===== config.mk =====
export PLATFORM = sky130hd
export DESIGN_NAME = bram_port_arbiter
export DESIGN_NICKNAME = d
export VERILOG_FILES = /design/src/rtl/bram_port_arbiter.sv
export SDC_FILE = /design/constraint.sdc
export NUM_CORES = 1
export LEC_CHECK = 0
export BUFFER_PORTS_ARGS = -buffer_cell sky130_fd_sc_hd__buf_2
export CAP_MARGIN = 5
export CORE_ASPECT_RATIO = 1.75
export CORE_MARGIN = 4
export CORE_UTILIZATION = 30
export DETAILED_ROUTE_END_ITERATION = 8
export GPL_ROUTABILITY_DRIVEN = 0
export PLACE_DENSITY = 0.8
export SYNTH_ARGS = -nofsm -noshare
export SYNTH_HDL_FRONTEND = slang
export SYNTH_SLANG_ARGS = --single-unit

===== constraint.sdc =====
create_clock -name clk -period 2 [get_ports clk]
set_clock_uncertainty 0.2 [all_clocks]
set_input_delay 0.2 -clock clk [delete_from_list [all_inputs] [get_ports clk]]
set_output_delay 0.2 -clock clk [all_outputs]
set_load 0.05 [all_outputs]

===== src/rtl/bram_port_arbiter.sv =====
// Arbitrates the shared single-port 1024x32 block RAM between instruction fetch
// and byte-addressed load/store, with lane steering and load alignment/extension.
module bram_port_arbiter #(
    parameter int unsigned MAX_D_STREAK = 4
) (
    input  logic        clk,
    input  logic        rst_n,
    input  logic        i_req,
    input  logic [9:0]  i_addr,
    output logic        i_gnt,
    output logic        i_rvalid,
    output logic [31:0] i_rdata,
    input  logic        d_req,
    input  logic        d_we,
    input  logic [11:0] d_addr,
    input  logic [1:0]  d_size,
    input  logic        d_unsigned,
    input  logic [31:0] d_wdata,
    output logic        d_gnt,
    output logic        d_rvalid,
    output logic [31:0] d_rdata,
    output logic        d_err,
    output logic        ram_en,
    output logic [3:0]  ram_we,
    output logic [9:0]  ram_addr,
    output logic [31:0] ram_di,
    input  logic [31:0] ram_dout
);

    typedef enum logic [1:0] {
        SZ_BYTE = 2'b00,
        SZ_HALF = 2'b01,
        SZ_WORD = 2'b10,
        SZ_BAD  = 2'b11
    } size_e;

    localparam logic [3:0] STREAK_MAX = 4'(MAX_D_STREAK);

    size_e       size_in;
    logic        mis;
    logic [3:0]  streak;
    logic        streak_full;
    logic        d_use;
    logic        d_bad;

    logic        ld_q;
    logic [1:0]  off_q;
    size_e       size_q;
    logic        uns_q;
    logic [31:0] shifted;

    assign size_in     = size_e'(d_size);
    assign streak_full = (streak == STREAK_MAX);

    always_comb begin
        mis = 1'b0;
        case (size_in)
            SZ_BYTE: mis = 1'b0;
            SZ_HALF: mis = d_addr[0];
            SZ_WORD: mis = |d_addr[1:0];
            default: mis = 1'b1;
        endcase
    end

    // A misaligned data request never touches the RAM, so a waiting fetch rides along.
    always_comb begin
        i_gnt = 1'b0;
        d_gnt = 1'b0;
        if (rst_n) begin
            if (d_req && mis) begin
                d_gnt = 1'b1;
                i_gnt = i_req;
            end else if (d_req && !(i_req && streak_full)) begin
                d_gnt = 1'b1;
            end else begin
                i_gnt = i_req;
            end
        end
    end

    assign d_use = d_gnt & ~mis;
    assign d_bad = d_gnt & mis;

    always_comb begin
        ram_en   = 1'b0;
        ram_we   = '0;
        ram_addr = '0;
        ram_di   = '0;
        if (d_use) begin
            ram_en   = 1'b1;
            ram_addr = d_addr[11:2];
            if (d_we) begin
                case (size_in)
                    SZ_BYTE: begin
                        ram_we = 4'b0001 << d_addr[1:0];
                        ram_di = {4{d_wdata[7:0]}};
                    end
                    SZ_HALF: begin
                        ram_we = 4'b0011 << d_addr[1:0];
                        ram_di = {2{d_wdata[15:0]}};
                    end
                    default: begin
                        ram_we = 4'b1111;
                        ram_di = d_wdata;
                    end
                endcase
            end
        end else if (i_gnt) begin
            ram_en   = 1'b1;
            ram_addr = i_addr;
        end
    end

    always_ff @(posedge clk) begin
        if (!rst_n) begin
            streak <= '0;
        end else if (i_gnt || !i_req) begin
            streak <= '0;
        end else if (d_use && !streak_full) begin
            streak <= streak + 4'd1;
        end
    end

    always_ff @(posedge clk) begin
        if (!rst_n) begin
            i_rvalid <= 1'b0;
            d_rvalid <= 1'b0;
            d_err    <= 1'b0;
            ld_q     <= 1'b0;
            off_q    <= '0;
            size_q   <= SZ_BYTE;
            uns_q    <= 1'b0;
        end else begin
            i_rvalid <= i_gnt;
            d_rvalid <= d_use;
            d_err    <= d_bad;
            ld_q     <= d_use & ~d_we;
            if (d_use) begin
                off_q  <= d_addr[1:0];
                size_q <= size_in;
                uns_q  <= d_unsigned;
            end
        end
    end

    assign i_rdata = i_rvalid ? ram_dout : '0;
    assign shifted = ram_dout >> {off_q, 3'b000};

    always_comb begin
        d_rdata = '0;
        if (ld_q) begin
            case (size_q)
                SZ_BYTE: d_rdata = {{24{~uns_q & shifted[7]}}, shifted[7:0]};
                SZ_HALF: d_rdata = {{16{~uns_q & shifted[15]}}, shifted[15:0]};
                default: d_rdata = shifted;
            endcase
        end
    end

endmodule

==> reports/results.ini <==
[run_status]
outcome=complete, but fails checks
violations=setup timing

[clock_tree]
cts_max_level=1
clockBufferDepth=2
cts_root_buf=clkbuf_16
tritoncts=yes
cts_buffers=3
path_clk_slew_ns=0.05
cts.sinks=13
insertion_delay_ns=0.24

[floorplan]
dieArea_um2=8940
boundaryPins=210
die-height_um=122
start_util=0.309
core-area_um2=7230
die_w_um=73.2
rows=41

[grt]
grt_pass1_vias=4044
grt_max_degree=36
grt_pass1_wl_um=19700
grt_remaining_overflow=0
grt_usage=0.275
antenna_found_initial=0

[synthesis]
synth_flop_cell=dfxtp_1
synth_edf_count=0
yosys_warnings=0
ys_seq_area_frac=0.117
synth_seq_cells=13
syn-cell-area_um2=2230
synth.net_count=442
ys_types=37
syn_avg_cell_area_um2=6.45
asyncSetResetFlopFracSynth=0
synthCells=346

[power_and_ir_drop]
p_leak_nw=2.60
p_per_area_nw_per_um2=330
clkPwrFrac=0.209
internal-power_mw=0.994
vdd_drop_max_mv=0.314
switching_power_mw=0.818
power_frac_comb=0.638
seqPwrFrac=0.153
switching_share=0.451
finalPower_mw=1.81

[detailed_routing]
postRouteAntennaNets=0
vias_per_cell=5.70
wl_per_cell_um=20.7
dr.pass1.iters=5
num_vias=3913
drt_iter0_drc=202
drc=0
wl_um=14200

[cells_and_area]
drive_gt1_frac=0.643
seq_area_um2=270
finalNetCount=697
layout_commonest_cell=buf_2
post-route-util=0.759
area_growth_pct=146
n_antenna_cell=0
multi_input_area_um2=2620
fillers=447
final_cells=686
fin_area_um2=5490
mostFrequentLayoutCells=buf_2, buf_6, nand2_1

[placed_design]
dp_hpwl_um=7780
io_buffers=209
place_area_um2=3980
place_inst=656

[setup_path]
critical_path_arrival_ns=2.06
crit_fanout=7
required_ns=1.60
start_kind=flop
path_class=flop to output pin
critPathCaptureType=output pin

[timing]
final.min_clock_period_ns=2.46
setup_tns_ns=-22.06
finalSetupViolCount=78
period_share=1.23
max_slew_margin=0.681
drv_slew=0
tightest_slew_ns=0.474
hold_viol=0
fmax_mhz=407
grt_setup_unrepaired=true
fin_ws_ns=-0.457

[job]
drv_cap=0

[worst_hold_path]
hold_path_class=primary input to flop

==> cells in the mapped netlist, types with 3 or more instances <==
cell       n  area, µm²
and3_1     8       50.1
and2_1    43        269
a21oi_2    5       43.8
o21ai_0   29        145
clkbuf_1  14       52.6
nor3_1     6       30.0
mux2i_1   32        320
o22ai_1   10       62.6
inv_1      4       15.0
nand3_1    6       30.0
buf_2      6       30.0
o211a_1    8       80.1
nand2_1   59        221
dfxtp_1   13        260
a21oi_1   28        140
nor2_1    39        146
mux2_2     7       78.8
nand3b_1   3       22.5
==> what timing repair did <==
| action | in CTS | in global routing |
|---|---|---|
| setup buffers | 14 | 8 |
| pin swaps | 20 | 21 |
| gates resized for setup | 249 | 56 |
| cloned | 6 | 2 |
| hold buffers | 1 | 0 |
| endpoints found under the hold margin | 1 | 0 |
| endpoints found under the setup margin | 79 | 82 |
==> final cells by class <==
type                    instances  share of cell area
inverters                       4             0.00273
multi-input cells             304               0.476
well taps                      86              0.0196
repair buffers                275               0.438
clock buffers                   4              0.0144
flip-flops and latches         13              0.0492
==> through the flow <==
step,worst slack [ns],hold WS [ns]
floorplan,-0.175,0.0768
global placement,-0.291,0.186
detailed placement,-0.322,0.189
CTS,-0.367,0.0477
global route,-0.476,0.0656
finish,-0.457,0.0535
==> power groups by stage <==
stage	clock network [mW]	registers, mW	logic (mW)
2_1_floorplan	0	0.291	0.559
3_3_place_gp	0	0.282	0.840
3_5_place_dp	0	0.283	0.856
4_1_cts	0.377	0.277	1.06
5_1_grt	0.394	0.279	1.20
6_report	0.379	0.278	1.15
==> worst max-delay path, cell delays in order, from the launching register on <==
cell and delay (ns):
dfxtp_2 0.33, inv_2 0.06, ha_4 0.16, and3b_2 0.20, and2_4 0.15, or3_4 0.40
buf_12 0.18, a31oi_4 0.15, buf_6 0.18
==> registers in the layout, summed over array words and instances, names as in the netlist <==
signal and flops:
ld_q 1, d_err 1, streak 4, uns_q 1, d_rvalid 1, i_rvalid 1, size_q 2, off_q 2
==> cell families (layout without fill, tap and decap cells) <==
kind of cell | after synthesis | in the layout | synth area share
compound gates | 88 | 88 | 0.241
xor+xnor | 1 | 1 | 0.00392
fa+ha+maj | 2 | 2 | 0.0112
buf+inv | 29 | 283 | 0.0622
flops | 13 | 13 | 0.117
mux | 40 | 40 | 0.189
simple gates | 173 | 173 | 0.376
==> metal layers <==
layer	vias up	part of all wire	track usage
li1	1713	-	-
met1	1822	0.30	0.258
met2	308	0.56	0.533
met3	70	0.089	0.0438
met4	0	0.053	0.157
met5	-	0	0
==> worst paths after layout <==
check                         start                endpoint  slack (ns)  depth (start not counted)
max          streak[1]$_SDFFE_PP0P_               ram_we[2]       -0.46                          8
min                      d_unsigned      uns_q$_SDFFE_PN0P_        0.05                          3
max reg2reg  streak[1]$_SDFFE_PP0P_  streak[0]$_SDFFE_PP0P_        0.07                         10
min reg2reg      uns_q$_SDFFE_PN0P_      uns_q$_SDFFE_PN0P_        0.33                          2
(Power assumes the default switching activity.)
